## src/rtl/poly_horner_eval.sv

```systemverilog
// rtl/poly_horner_eval.sv - Horner-method unsigned polynomial evaluator with sticky overflow
module poly_horner_eval #(
    parameter int W   = 16,
    parameter int XW  = 8,
    parameter int DEG = 3,
    localparam int DW = $clog2(DEG + 1)
) (
    input  logic                 clk,
    input  logic                 rst,
    input  logic                 start,
    input  logic [XW-1:0]        X,
    input  logic [(DEG+1)*W-1:0] coef,
    input  logic [DW-1:0]        deg,
    output logic                 busy,
    output logic                 done,
    output logic                 Overflow,
    output logic [W-1:0]         Resultado
);

    typedef enum logic [1:0] {IDLE, MUL, ADD, DONE} state_t;

    state_t               state_q, state_d;
    logic [W-1:0]         s_q, s_d;
    logic [W-1:0]         x_q, x_d;
    logic [(DEG+1)*W-1:0] coef_q, coef_d;
    logic [DW-1:0]        idx_q, idx_d;
    logic                 ovf_q, ovf_d;
    logic                 busy_q, busy_d;
    logic                 done_q, done_d;

    logic [DW-1:0]        n_eff;
    logic [W-1:0]         c_n;
    logic [W-1:0]         c_prev;
    logic [2*W-1:0]       prod;
    logic [W:0]           sum;

    always_comb begin
        n_eff = (deg > DW'(DEG)) ? DW'(DEG) : deg;
    end

    // c_n comes from the live inputs (capture edge); c_(i-1) from the captured copy.
    always_comb begin
        c_n    = '0;
        c_prev = '0;
        for (int k = 0; k <= DEG; k++) begin
            if (n_eff == DW'(k)) c_n = coef[k*W +: W];
        end
        for (int k = 1; k <= DEG; k++) begin
            if (idx_q == DW'(k)) c_prev = coef_q[(k-1)*W +: W];
        end
    end

    always_comb begin
        prod = {{W{1'b0}}, s_q} * {{W{1'b0}}, x_q};
        sum  = {1'b0, s_q} + {1'b0, c_prev};
    end

    always_comb begin
        state_d = state_q;
        s_d     = s_q;
        x_d     = x_q;
        coef_d  = coef_q;
        idx_d   = idx_q;
        ovf_d   = ovf_q;
        case (state_q)
            IDLE: begin
                if (start) begin
                    x_d     = W'(X);
                    coef_d  = coef;
                    idx_d   = n_eff;
                    s_d     = c_n;
                    ovf_d   = 1'b0;
                    state_d = (n_eff != '0) ? MUL : DONE;
                end
            end
            MUL: begin
                s_d     = prod[W-1:0];
                ovf_d   = ovf_q | (prod[2*W-1:W] != '0);
                state_d = ADD;
            end
            ADD: begin
                s_d     = sum[W-1:0];
                ovf_d   = ovf_q | sum[W];
                idx_d   = idx_q - 1'b1;
                state_d = (idx_q > DW'(1)) ? MUL : DONE;
            end
            DONE: begin
                state_d = IDLE;
            end
            default: state_d = IDLE;
        endcase
        busy_d = (state_d != IDLE);
        done_d = (state_d == DONE);
    end

    always_ff @(posedge clk or posedge rst) begin
        if (rst) begin
            state_q <= IDLE;
            s_q     <= '0;
            x_q     <= '0;
            coef_q  <= '0;
            idx_q   <= '0;
            ovf_q   <= 1'b0;
            busy_q  <= 1'b0;
            done_q  <= 1'b0;
        end else begin
            state_q <= state_d;
            s_q     <= s_d;
            x_q     <= x_d;
            coef_q  <= coef_d;
            idx_q   <= idx_d;
            ovf_q   <= ovf_d;
            busy_q  <= busy_d;
            done_q  <= done_d;
        end
    end

    assign busy      = busy_q;
    assign done      = done_q;
    assign Overflow  = ovf_q;
    assign Resultado = s_q;

endmodule

```

## config.mk

```make
export PLATFORM = sky130hd
export DESIGN_NAME = poly_horner_eval
export DESIGN_NICKNAME = d
export VERILOG_FILES = /design/src/rtl/poly_horner_eval.sv
export SDC_FILE = /design/constraint.sdc
export NUM_CORES = 1
export LEC_CHECK = 0
export CAP_MARGIN = 10
export CORE_UTILIZATION = 63
export CTS_CLUSTER_DIAMETER = 150
export DETAILED_ROUTE_END_ITERATION = 10
export GPL_ROUTABILITY_DRIVEN = 0
export PLACE_DENSITY = 0.88
export SYNTH_ARGS = -nofsm -noshare
export SYNTH_HDL_FRONTEND = slang
export SYNTH_SLANG_ARGS = --single-unit
```

## constraint.sdc

```tcl
create_clock -name clk -period 9.1 [get_ports clk]
set_input_delay 0.91 -clock clk [delete_from_list [all_inputs] [get_ports clk]]
set_output_delay 0.91 -clock clk [all_outputs]
set_load 0.005 [all_outputs]
```

**Word level (Yosys, flattened, before mapping)**

Index checks and enable logic that the tools add are counted.

- Add/subtract/negate cells: 2
- $mul: 1
- $lt $le $gt $ge: 2
- Eq/ne operators: 11
- Multiplexer cells: 18
- Bitwise gates (word level): 2
- Reduce and logical (&&, ||, !) cells: 10

Operators by type and width:

| operator | number |
|---|---|
| 16-bit two-way mux | 8 |
| 16-bit one-hot mux with 3 select lines | 1 |
| 16-bit by 8-bit multiplier with 24-bit output | 1 |
| 16-bit by 16-bit adder with 17-bit output | 1 |
| 16-bit nonzero test | 1 |
| 2-bit equality test (second input constant) | 7 |
| 2-bit two-way mux | 5 |
| 2-bit one-hot mux with 4 select lines | 1 |
| 2-bit by 1-bit equality test with 1-bit output (second input constant) | 3 |
| 2-bit AND reduction | 3 |
| 2-bit nonzero test | 3 |
| 2-bit logical NOT | 2 |
| 2-bit one-hot mux with 2 select lines | 1 |
| 1-bit one-hot mux with 3 select lines | 1 |
| 3-bit nonzero test | 1 |
| 2-bit by 1-bit greater-than comparator with 1-bit output (second input constant) | 1 |
| 2-bit greater-than comparator (second input constant) | 1 |
| 2-bit inequality test (second input constant) | 1 |
| 1-bit OR | 2 |
| 2-bit by 1-bit subtractor with 2-bit output (second input constant) | 1 |
| 1-bit two-way mux | 1 |

- Flip-flop bits (word level): 79
- Input bits: 77
- Output and inout bits: 19
- Logic and storage cells: 54

**Longest topological paths before layout**

Gate-level depths: netlist (run 1).

- Depth after elaboration: 9
- Mapped depth: 19
- Mapped depth without buffers: 18

**Worst setup path after synthesis (run 1)**

No wires, ideal clock.

- Kind: register to register
- From: reg x_q[2]
- To: reg ovf_q (netlist: Overflow)
- Setup time: 0.127 ns
- Data arrival time: 4.473 ns
- Required time: 8.973 ns
- Slack: 4.500 ns
- Cell stages (with the launch flop): 18
- Buffers on the path: 2
- Clock period less this slack: 4.600 ns
- Cell sequence: dfrtp_1 clkbuf_1 and2_1 fa_1 fa_1 fa_1 inv_1 fa_1 inv_1 ha_1 buf_6 a21o_1 a21o_1 a22o_2 and3_1 o311ai_0 and4_1 a31oi_1

- Word-level cells in the longest chain between the ends: 4

Ends and longest elaborated chain:

| what | line | RTL |
|---|---|---|
| start, declared | 24 | `logic [W-1:0] x_q, x_d;` |
| start signal, assigned | 100 | `x_q <= '0;` |
| start signal, assigned | 109 | `x_q <= x_d;` |
| 16-bit by 8-bit multiplier with 24-bit output | 54 | `prod = {{W{1'b0}}, s_q} * {{W{1'b0}}, x_q};` |
| 16-bit nonzero test | 78 | `ovf_d = ovf_q \| (prod[2*W-1:W] != '0);` |
| 1-bit OR | 78 |  |
| 1-bit one-hot mux with 3 select lines | 65 | `case (state_q)` |
| end signal, assigned | 112 | `ovf_q <= ovf_d;` |
| end, declared | 27 | `logic ovf_q, ovf_d;` |

Every way passes these cells.
A chain may end at the register's enable or synchronous reset.

**Worst setup path in the final report (run 1)**

- From: reg x_q[5]
- To: reg ovf_q (netlist: Overflow)

The elaborated chain is that of the path after synthesis.

==> summary.md, run 1 <==
| Metric | Value |
|---|---|
| First-pass GRT wire length | 36500 um |
| Critical path required time | 9.36 ns |
| Post-CTS Hold Buffers | 0 |
| Starting Density | 0.657 |
| Yosys cell types | 67 |
| First DRT Iteration DRCs | 535 |
| Max Slew Vio Count | 0 |
| Initial antenna violation count | 0 |
| Reg2reg setup slack | 4.02 ns |
| Area Overhead vs Synth | 15.0% |
| Final instance area | 0.0102 mm2 |
| Synth cell count leaders | 110 x inv_1, 92 x nand2_1, 90 x and2_1, 85 x fa_1, 79 x dfrtp_1 |
| Clk_skew | 0.0130 ns |
| Startpoint types | register |
| RSZ-0062 raised after global routing | false |
| Outcome | finished, final reports clean |
| CORE AREA | 0.0135 mm2 |
| Warning count from the yosys run | 0 |
| Root buffer selected by CTS | clkbuf_16 |
| Top FF cell, synth | dfrtp_1 |
| Placed Area | 0.00991 mm2 |
| Boundary Pins | 96 |
| Via count | 7216 |
| Critical path class | reg -> reg |
| Final hold slack | 0.506 ns |
| Slew Limit Headroom | 0.309 |
| Seq cells post-synth | 79 |
| Total negative setup slack | 0 ns |
| Maxcap violations | 0 |
| CTS resizes | 0 |
| Most common cell in the netlist | inv_1 |
| Die H | 121 um |
| Reg clk slew, reported paths | 0.07 ns |
| Clock Tree Buf Depth | 2 |
| Final period utilization | 0.558 |
| Synth async-reset ratio | 1.00 |
| Minimum clock period | 5.08 ns |
| CP max FO | 17 |
| Sequential area share after synthesis | 0.223 |
| Final setup viols | 0 |
| Endpoints failing hold | 0 |
| Worst EP arrival | 5.34 ns |
| Post-layout nets | 1219 |
| ANT nets after route | 0 |
| Syn Std Cell Area | 0.00887 mm2 |
| DRC | 0 |
| GRT overflow | 0 |
| Setup bufs post-CTS | 0 |
| Vias in the first global route | 7426 |
| Clock H-tree levels | 3 |
| Maximum clock frequency | 197 MHz |
| Post-DP HPWL | 16400 um |
| Post-DR vias/cell | 6.16 |
| Ratio of cells with drive above 1 in the final layout | 0.114 |
| Syn_area_per_cell | 9.64 um2 |
| Largest net degree at the start of global routing | 80 |
| Antenna cell count | 0 |
| Syn Inst Count | 920 |
| Die Span X | 121 um |
| Post-route worst setup slack | 4.02 ns |
| Pre-antenna DRT Iters | 5 |
| CTS sink count | 79 |
| PortBufs | 95 |
| Worst setup EP type | register |
| Total GRT Usage | 0.319 |
| Die ar. | 0.0146 mm2 |
| Biggest area consumer among synthesized cells | dfrtp_1 |
| Hold depth | 1 |
| Routed wire length | 21900 um |
| R2r worst-path depth | 16 |
| Post-synth EDFFs | 0 |
| Worst-margin pin slew | 1.04 ns |
| HP Class | reg -> reg |
| Post-Syn Nets | 1149 |
| Clk_lat worst skew | 0.35 ns |
| Synth top area share | 0.223 |
| Top post-synthesis cells by area | dfrtp_1 22%, fa_1 19%, ha_1 9.5% |
| CTS tree | built |
| Place WS | 4.12 ns |
| CTS Buf Count | 9 |
| Row count | 42 |
| Wire per inst | 18.7 um |
[metrics by stage]
stage,cells,utilization
after global routing,1171,0.755
after floorplan,920,-
after global placement,1155,0.734
final,1171,0.755
after detailed placement,1155,0.734
after CTS,1171,0.755
[placed cells by master, fill, tap and decap left out, types with 9 or more instances in the layout]
cell type        Yosys  layout
nand2_1             92      91
mux4_2              16      16
inv_1              110     109
and2_1              90      90
a21o_1              10      10
xnor2_1             16      16
o21ai_0             50      50
dfrtp_1             79      79
clkdlybuf4s50_1      0      95
mux2_2              56      56
ha_1                67      67
nor2_1              30      30
clkbuf_16            0       9
a22oi_1             16      16
xor2_1               9       9
a21oi_1             34      34
fa_1                85      85
[state kept, by name, summed over array words and instances, names as in the netlist]
signal,count
Overflow,1
Resultado,16
busy,1
coef_q,48
done,1
idx_q,2
state_q,2
x_q,8
[layout make-up]
type | instances | area (um2)
clock buffer | 10 | 239
clock inverter | 6 | 51.3
fill | 873 | 3300
inverter | 110 | 414
multi-input combinational | 690 | 6310
sequential | 79 | 1980
tap | 176 | 220
timing repair buffer | 100 | 988
[worst max-delay path, cell delays in order (launching register included)]
cell and delay (ns):
dfrtp_1 0.62, and2_1 0.30, fa_1 0.58, fa_1 0.45
fa_1 0.50, inv_1 0.05, fa_1 0.48, inv_1 0.05
ha_1 0.32, o21ai_1 0.29, nor3_1 0.11, a22o_1 0.25
nor2_1 0.29, o2111ai_1 0.17, o311a_1 0.14, and4_1 0.21
a31oi_1 0.17
[logic make-up (layout without fill, tap and decap cells)]
family / count (synthesis) / count (layout) / synth area share
xor gates and xnor gates: 25 / 25 / 0.0247
muxes: 74 / 74 / 0.114
and+or+nand+nor: 260 / 260 / 0.151
AOI/OAI and AO/OA: 179 / 179 / 0.136
adders and majority gates: 152 / 152 / 0.286
buffers and inverters: 151 / 226 / 0.0657
DFF: 79 / 79 / 0.223
[path summary, 6_finish.rpt]
| check | startpoint | to |
|---|---|---|
| min in group asynchronous | rst | coef_q[47] |
| min reg2reg | coef_q[38] | coef_q[38] |
| max | x_q[5] | Overflow |
| max in group asynchronous | rst | x_q[4] |
| min | coef_q[38] | coef_q[38] |
| max reg2reg | x_q[5] | Overflow |
[per-layer routing]
layer | vias to the layer above | GRT usage | part of all wire
met1 | 3598 | 0.421 | 0.43
li1 | 3268 | - | -
met4 | 0 | 0.0934 | 0.020
met3 | 53 | 0.0519 | 0.059
met5 | - | 0 | 0
met2 | 297 | 0.542 | 0.49
Power of run 1 is not shown: default switching activity piles up to over one toggle a cycle in this logic, so the estimate is an artifact.
==> run 2: changes to the inputs <==
--- a/config.mk
+++ b/config.mk
@@ -6,11 +6,11 @@
 export NUM_CORES = 1
 export LEC_CHECK = 0
 export CAP_MARGIN = 10
-export CORE_UTILIZATION = 63
+export CORE_UTILIZATION = 59
 export CTS_CLUSTER_DIAMETER = 150
 export DETAILED_ROUTE_END_ITERATION = 10
 export GPL_ROUTABILITY_DRIVEN = 0
-export PLACE_DENSITY = 0.88
+export PLACE_DENSITY = 0.83
 export SYNTH_ARGS = -nofsm -noshare
 export SYNTH_HDL_FRONTEND = slang
 export SYNTH_SLANG_ARGS = --single-unit
==> constraint.sdc (replaced) <==
create_clock -name clk -period 4.72 [get_ports clk]
set_input_delay 0.472 -clock clk [delete_from_list [all_inputs] [get_ports clk]]
set_output_delay 0.472 -clock clk [all_outputs]
set_load 0.005 [all_outputs]
==> run 2 against run 1 <==
Clock skew shrank 0.0019 ns. Core utilization shrank 0.21 points. Non-clock buffer count grew 66. Sequential share of layout area shrank 1.2 points.
==> summary.md, run 2 (same netlist as run 1, synthesis figures left out) <==
| Metric | Value |
|---|---|
| Worst setup EP type | register |
| Starting Density | 0.608 (-0.0488) |
| Worst setup endpoint | Overflow |
| Max FFs per register | 48 (unchanged) |
| Endpoints failing hold | 0 (unchanged) |
| Clk_skew | 0.0111 ns (-0.00186 ns) |
| Row count | 44 (+4.8%) |
| Layout Cells excl Fill | 1245 (+6.3%) |
| Minimum clock period | 4.66 ns (-0.416 ns) |
| Clock H-tree levels | 3 (unchanged) |
| R2r worst-path depth | 17 (+1) |
| PortBufs | 95 (unchanged) |
| Post-CTS Hold Buffers | 0 (unchanged) |
| Final setup viols | 0 (unchanged) |
| Post-layout nets | 1285 (+5.4%) |
| Slew Limit Headroom | 0.378 (+0.0684) |
| Initial antenna violation count | 0 (unchanged) |
| First-pass GRT wire length | 36200 um (-0.57%) |
| Routed wire length | 23400 um (+6.8%) |
| Worst-margin pin slew | 0.931 ns (-0.104 ns) |
| Max Slew Vio Count | 0 (unchanged) |
| Outcome | finished, final reports clean |
| Via count | 7431 (+3.0%) |
| Wire per inst | 18.8 um (+0.43%) |
| Boundary Pins | 96 (unchanged) |
| Placed cells | 1205 (+4.3%) |
| Ratio of cells with drive above 1 in the final layout | 0.217 (+0.103) |
| Maximum clock frequency | 214 MHz (+8.9%) |
| Reg-to-reg endpoint | Overflow |
| Vias in the first global route | 7388 (-0.51%) |
| Reg clk slew, reported paths | 0.07 ns (about the same) |
| GRT overflow | 0 (unchanged) |
| Pre-antenna DRT Iters | 5 (unchanged) |
| CP max FO | 9 (-8) |
| Antenna cell count | 0 (unchanged) |
| Crit path launch | x_q[3] |
| Worst EP arrival | 4.93 ns (-0.41 ns) |
| Largest net degree at the start of global routing | 47 (-41%) |
| HP Class | reg -> reg |
| Register with the highest flop count | coef_q |
| Startpoint types | register |
| First DRT Iteration DRCs | 571 (+6.7%) |
| DRC | 0 (unchanged) |
| ANT nets after route | 0 (unchanged) |
| Die Span X | 125 um (+3.3%) |
| Maxcap violations | 0 (unchanged) |
| Root buffer selected by CTS | clkbuf_16 |
| Critical path required time | 4.99 ns (-4.37 ns) |
| CORE AREA | 0.0146 mm2 (+8.0%) |
| Clock Tree Buf Depth | 2 (unchanged) |
| Critical path class | reg -> reg |
| Clk_lat worst skew | 0.35 ns (about the same) |
| RSZ-0062 raised after global routing | true |
| Area Overhead vs Synth | 23.9% |
| Total GRT Usage | 0.291 (-0.0279) |
| CTS tree | built |
| Die ar. | 0.0155 mm2 (+6.7%) |
| CTS sink count | 79 (unchanged) |
| Most frequent cells in the layout | 106 x inv_1, 95 x clkdlybuf4s50_1, 90 x nand2_1 |
| Worst reg2reg startpoint | x_q[3] |
| Die H | 125 um (+3.3%) |
| Commonest non-fill, non-tap cell in the layout | inv_1 |
| Reg2reg setup slack | 0.06 ns (-3.96 ns) |
| CTS Buf Count | 9 (unchanged) |
| Final period utilization | 0.988 (+0.430) |
| Post-DP HPWL | 16800 um (+1.9%) |
| Post-DR vias/cell | 5.97 (-3.1%) |
run 2: final cells by class:
type | instances | area, um2
fill | 934 | 3600
timing repair buffer | 166 | 1530
clock buffer | 9 | 225
inverter | 110 | 414
tap | 184 | 230
multi-input combinational | 690 | 6530
clock inverter | 7 | 71.3
sequential | 79 | 2000
run 2: worst min path at each step:
stage,start,endpoint,cells after the start
global placement,coef_q[43],coef_q[43],1
finish,coef_q[15],coef_q[15],1
detailed placement,coef_q[15],coef_q[15],1
global route,coef_q[11],coef_q[11],1
CTS,coef_q[11],coef_q[11],1
floorplan,coef_q[14],coef_q[14],1
run 2: per-stage QoR:
stage | utilization | hold slack, ns | setup WS, ns | area, um2 | setup TNS [ns]
5_1_grt | 0.753 | 0.515 | -0.136 | 11000 | -0.295
2_1_floorplan | - | 0.479 | 0.120 | 8870 | 0
6_report | 0.753 | 0.507 | 0.0568 | 11000 | 0
3_5_place_dp | 0.702 | 0.493 | -0.189 | 10200 | -0.213
3_3_place_gp | 0.702 | 0.487 | -0.0355 | 10200 | -0.0355
4_1_cts | 0.727 | 0.507 | 0.00212 | 10600 | 0
run 2: layer usage:
metal / vias to the layer above / track usage / part of all wire
met1: 3657 / 0.408 / 0.42
li1: 3389 / - / -
met2: 331 / 0.471 / 0.49
met5: - / 0 / 0
met4: 0 / 0.0850 / 0.024
met3: 54 / 0.0421 / 0.063
run 2: worst max-delay path, stage by stage (launching register included):
cell	delay, ns
dfrtp_2	0.40
buf_4	0.17
and2_1	0.17
fa_1	0.42
fa_1	0.50
inv_1	0.06
fa_1	0.49
fa_1	0.52
inv_1	0.06
ha_2	0.23
a211oi_4	0.30
o21ai_2	0.14
a22o_4	0.29
and3_4	0.19
o211ai_1	0.15
a211oi_1	0.09
and4_1	0.20
a31oi_1	0.19
run 2: repair_timing:
item | CTS | global route
resized for setup | 16 | 57
pin swaps | 5 | 45
setup endpoints to repair | 2 | 4
setup buffers | 3 | 22
endpoints found under the hold margin | 0 | 0
Power of run 2 is left out for the same reason.
==> run 3: changes to the inputs <==
--- a/config.mk
+++ b/config.mk
@@ -5,12 +5,14 @@
 export SDC_FILE = /design/constraint.sdc
 export NUM_CORES = 1
 export LEC_CHECK = 0
+export ABC_CLOCK_PERIOD_IN_PS = 4720
 export CAP_MARGIN = 10
-export CORE_UTILIZATION = 59
+export CORE_UTILIZATION = 60
+export CTS_BUF_LIST = sky130_fd_sc_hd__clkbuf_4 sky130_fd_sc_hd__clkbuf_8
 export CTS_CLUSTER_DIAMETER = 150
 export DETAILED_ROUTE_END_ITERATION = 10
 export GPL_ROUTABILITY_DRIVEN = 0
-export PLACE_DENSITY = 0.83
+export PLACE_DENSITY = 0.84
 export SYNTH_ARGS = -nofsm -noshare
 export SYNTH_HDL_FRONTEND = slang
 export SYNTH_SLANG_ARGS = --single-unit
==> run 3 against run 2 <==
Highest routed layer unchanged. Clock-buffer cell count is 1 higher. Largest cell class unchanged. Critical endpoint unchanged. Setup slack worse by 0.048 ns. Wire length is 1.3% lower. Sequential share of layout area is 0.34 points higher.
==> summary.md, run 3 (same netlist as run 1, synthesis figures left out) <==
| Metric | Value |
|---|---|
| Crit-path cells | buf_4 -> and2_1 -> fa_1 -> fa_1 -> fa_1 -> inv_1 -> fa_1 -> inv_1 -> ha_4 -> o21ai_4 -> buf_4 -> nor2_2 -> a41o_1 -> o211ai_1 -> o21ai_1 -> xor2_1 -> nor2_1 -> a31oi_1 |
| Starting Density | 0.613 (+0.00462) |
| ANT nets after route | 0 (unchanged) |
| Via count | 7341 (-1.2%) |
| Worst setup EP type | register |
| Outcome | finished, final reports clean |
| Most frequent cell on the critical path | fa_1 |
| First DRT Iteration DRCs | 436 (-24%) |
| Minimum clock period | 4.71 ns (+0.0480 ns) |
| First-pass GRT wire length | 36400 um (+0.34%) |
| PortBufs | 95 (unchanged) |
| Post-DP HPWL | 17300 um (+3.2%) |
| Slew Limit Headroom | 0.232 (-0.146) |
| Slowest stage cell, crit path | fa_1 |
| Startpoint types | register |
| Ratio of cells with drive above 1 in the final layout | 0.205 (-0.0118) |
| Fill cell count | 951 (+1.8%) |
| Die ar. | 0.0153 mm2 (-1.6%) |
| Largest net degree at the start of global routing | 49 (+4.3%) |
| Vias in the first global route | 7567 (+2.4%) |
| Root buffer selected by CTS | clkbuf_8 |
| CTS Buf Count | 9 (unchanged) |
| Post-DR vias/cell | 5.95 (-0.25%) |
| CTS tree | built |
| Endpoints failing hold | 0 (unchanged) |
| Row count | 44 (unchanged) |
| Post-layout nets | 1273 (-0.93%) |
| Post-route worst setup slack | 0.00871 ns (-0.0480 ns) |
| DRC | 0 (unchanged) |
| CP peak stage delay | 0.56 ns (+0.04 ns) |
| Total GRT Usage | 0.310 (+0.0192) |
| Routed wire length | 23100 um (-1.3%) |
| Worst EP arrival | 4.98 ns (+0.05 ns) |
| Max FFs per register | 48 (unchanged) |
| Pre-antenna DRT Iters | 7 (+2) |
| Initial antenna violation count | 0 (unchanged) |
| Worst reg2reg startpoint | x_q[2] |
| Antenna cell count | 0 (unchanged) |
| CORE AREA | 0.0145 mm2 (-0.75%) |
| Final setup viols | 0 (unchanged) |
| Die Span X | 124 um (-0.82%) |
| Clk_lat worst skew | 0.39 ns (+0.04 ns) |
| Critical path class | reg -> reg |
| Maximum clock frequency | 212 MHz (-1.0%) |
| Clk_skew | 0.0221 ns (+0.0110 ns) |
| Fin util | 0.745 (-0.00836) |
| Area Overhead vs Synth | 21.6% |
| Clock Tree Buf Depth | 2 (unchanged) |
| Critical path required time | 4.99 ns (about the same) |
| Die H | 124 um (-0.82%) |
| Most frequent cells in the layout | 108 x inv_1, 95 x clkdlybuf4s50_1, 91 x nand2_1 |
| Maxcap violations | 0 (unchanged) |
| RSZ-0062 raised after global routing | true |
| Final hold slack | 0.471 ns (-0.0353 ns) |
| Reg-to-reg endpoint | Overflow |
| CTS sink count | 79 (unchanged) |
| Worst-margin pin slew | 1.15 ns (+0.217 ns) |
| GRT overflow | 0 (unchanged) |
| Final period utilization | 0.998 (+0.0102) |
| HP Class | in -> async |
| Reg clk slew, reported paths | 0.10 ns (+0.03 ns) |
| Boundary Pins | 96 (unchanged) |
| R2r worst-path depth | 18 (+1) |
| Register with the highest flop count | coef_q |
| Reg2reg setup slack | 0.009 ns (-0.05 ns) |
| Max Slew Vio Count | 0 (unchanged) |
| CP max FO | 6 (-3) |
| Clock H-tree levels | 3 (unchanged) |
| Wire per inst | 18.7 um (-0.37%) |
| Place WS | -0.126 ns (+0.0624 ns) |
| Commonest non-fill, non-tap cell in the layout | inv_1 |
==> run 3: cell count changes in the layout (fill, tap and decap cells not counted), sizes merged <==
cell / change
bufinv: -1
buf: -9
inv: +3
clkbuf: -2
clkinvlp: +2
clkinv: -5
==> run 3: worst max-delay path: cells and delay by family, from the launching register on <==
family | cells | cell delay (ns)
fa+ha+maj | 5 | 2.29
compound gates | 5 | 0.92
flops | 1 | 0.47
buf+inv | 4 | 0.46
xor+xnor | 1 | 0.15
simple gates | 3 | 0.31
==> run 3: how the worst max path moves through the flow <==
stage                       from  depth (start not counted)       end  slack (ns)
after detailed placement  x_q[2]                         18  Overflow       -0.13
after CTS                 x_q[2]                         17  Overflow      0.0003
after floorplan           x_q[2]                         17  Overflow        0.12
after global routing      x_q[5]                         16  Overflow       -0.15
final                     x_q[2]                         18  Overflow       0.009
after global placement    x_q[3]                         17  Overflow       -0.02
==> run 3: area by class of cell <==
cell class              instances  area [um2]  area share
clock buffers                  10         138      0.0128
flip-flops and latches         79        2000       0.185
repair buffers                154        1410       0.131
clock inverters                 6        50.0     0.00464
inverters                     110         414      0.0384
multi-input cells             690        6540       0.607
well taps                     184         230      0.0213
==> run 3: per-layer routing <==
| layer | vias to the layer above | share of wire | track usage |
|---|---|---|---|
| met1 | 3622 | 0.41 | 0.412 |
| li1 | 3362 | - | - |
| met3 | 50 | 0.063 | 0.0421 |
| met2 | 307 | 0.50 | 0.520 |
| met4 | 0 | 0.028 | 0.117 |
| met5 | - | 0 | 0 |
==> run 3: repair_timing <==
item,4_1_cts,5_1_grt
setup endpoints to repair,3,4
gates resized for setup,11,60
hold buffers,0,0
gates cloned,0,0
pin swaps,1,31
buffers inserted,6,8
==> run 3: per-stage QoR <==
stage | setup TNS, ns | std cells | area, um2
floorplan | 0 | 920 | 8870
global placement | -0.0169 | 1203 | 10200
detailed placement | -0.132 | 1203 | 10200
CTS | 0 | 1225 | 10500
global route | -0.293 | 1233 | 10800
finish | 0 | 1233 | 10800
Power of run 3 is left out for the same reason.
==> RTL change (settings of run 2) <==
Set the parameter `W` to 32 (it was 16).
--- a/src/rtl/poly_horner_eval.sv
+++ b/src/rtl/poly_horner_eval.sv
@@ -1,6 +1,6 @@
 // rtl/poly_horner_eval.sv - Horner-method unsigned polynomial evaluator with sticky overflow
 module poly_horner_eval #(
-    parameter int W   = 16,
+    parameter int W   = 32,
     parameter int XW  = 8,
     parameter int DEG = 3,
     localparam int DW = $clog2(DEG + 1)
Interface: changed (resized Resultado and coef); port bits go from 96 to 176. The function was not compared with the original's and may differ.
==> RTL change against run 2 <==
The run now ends with setup timing left; sequential cell count is 64 higher; synthesized area grew 93%; final area is 100% higher; largest cell class unchanged; setup slack worse by 0.85 ns; maximum frequency fell by 15%; routed wire length rose to 2.6 times the old value; first-iteration DRC count increased to 3.5 times the old value.
Power is not shown: default switching activity piles up to over one toggle a cycle in this logic, so the estimate is an artifact.
==> RTL change: results (changes against run 2) <==
DR vias/cell=6.53 (+9.4%); Filler cells=1,514 (+62%); CTS buffer count=17 (+8); synth top area cells=fa_1 (21%), dfrtp_1 (21%), and2_1 (7.6%), ha_1 (7.2%), mux2_2 (6.9%); synth unique cells=78 (+16%); met3 Use GR=0.0707 (+0.0286); Final WS setup=-0.796 ns (-0.853 ns); Setup Buffers After CTS=16 (+13); setup violators final=19 (+19); GRT met1 Usage=0.512 (+0.103); H-tree Lvls=4 (+1); clock skew=0.0228 ns (+0.0117 ns); GRT Total Usage=0.387 (+0.0964); Commonest cells post-synth=and2_1 (207), nand2_1 (193), fa_1 (181); critical path's largest stage delay=0.56 ns (+0.04 ns); XOR/XNOR Fraction of Synth Area=0.0266 (+0.00196); compound-cell area share of the yosys netlist=0.138 (+0.00219); status=complete, but fails checks; setup TNS=-6.57 ns (-6.57 ns); post-placement cell area=0.0207 sq mm (+100%); first-pass GRT wire length=87,600 microns (+140%); CP top delay family=adder cells; largest net degree at the start of global routing=85 (+81%); Worst-Skew Late Latency=0.46 ns (+0.11 ns); register area share after synthesis=0.209 (-0.0136); syn avg cell area=9.40 sq um (-2.5%); Post-Place Worst Slack=-0.566 ns (-0.377 ns); Post-Route Utilization=0.788 (+0.0347); adder-cell share of the synthesized area=0.284 (-0.00194); worst-path fanout max=7 (-2); post_cts resized=62 (+46); Total Nets Final=2,575 (+100%); Placed Cells=2,486 (+110%); Via Count=16.6k (+120%); Slew @ Worst Pin=1.09 ns (+0.160 ns); hold crit path type=reg2reg; Critical Path AT=5.83 ns (+0.90 ns); failing checks=setup timing; PortBufs=175 (+84%); max FFs per register=96 (+100%); CTS clk-pin slew, worst paths=0.09 ns (+0.02 ns); syn nets=2,240 (+95%); DP HPWL=39,800 microns (+140%); met2 Resource Use GR=0.636 (+0.166)
[RTL change: cell types whose count changed after synthesis, sizes merged, moves of 47 or more]
cell	delta
dfrtp	+64
mux2	+49
nor2	+47
nand2	+101
inv	+65
a21oi	+74
and2	+117
fa	+96
[RTL change: worst register-to-register path: stages, from the launching register on]
cell      delay [ns]
dfrtp_2         0.50
buf_6           0.15
buf_4           0.13
and2_1          0.16
fa_1            0.43
fa_1            0.49
fa_1            0.56
inv_1           0.06
fa_1            0.55
inv_2           0.08
ha_4            0.24
a211o_1         0.40
nor4_4          0.31
a31oi_2         0.23
a21bo_2         0.28
a311oi_2        0.27
xnor2_1         0.13
nor4_1          0.26
a31oi_1         0.16
[RTL change: per-layer routing]
metal	part of all wire	vias up	wire (microns)
li1	-	6829	-
met1	0.36	8126	21500
met2	0.46	1373	27700
met3	0.12	292	7280
met4	0.054	0	3210
met5	0	-	0
[RTL change: area by class of cell]
class                   instances  area share
well taps                     378      0.0213
repair buffers                407       0.165
flip-flops and latches        143       0.161
inverters                     175      0.0298
multi-input cells            1410       0.595
clock inverters                14     0.00772
clock buffers                  18      0.0193
[RTL change: worst paths after layout]
check                           startpoint           end  slack, ns  depth (start not counted)
worst max-delay path                x_q[3]      Overflow      -0.80                         18
max in group asynchronous              rst  Resultado[5]       3.12                          3
worst min register to register  coef_q[36]    coef_q[36]       0.51                          1
min in group asynchronous              rst    coef_q[68]       0.55                          2
worst min-delay path            coef_q[36]    coef_q[36]       0.51                          1
worst max register to register      x_q[3]      Overflow      -0.80                         18
[RTL change: cells by family (layout without fill, tap and decap cells)]
family,Yosys count,in the layout
adder cells (fa/ha/maj),280,280
XOR/XNOR,52,52
AND/OR/NAND/NOR,568,568
flip-flops,143,143
AO/OA/AOI/OAI,369,369
multiplexers,141,141
buffers and inverters,266,614
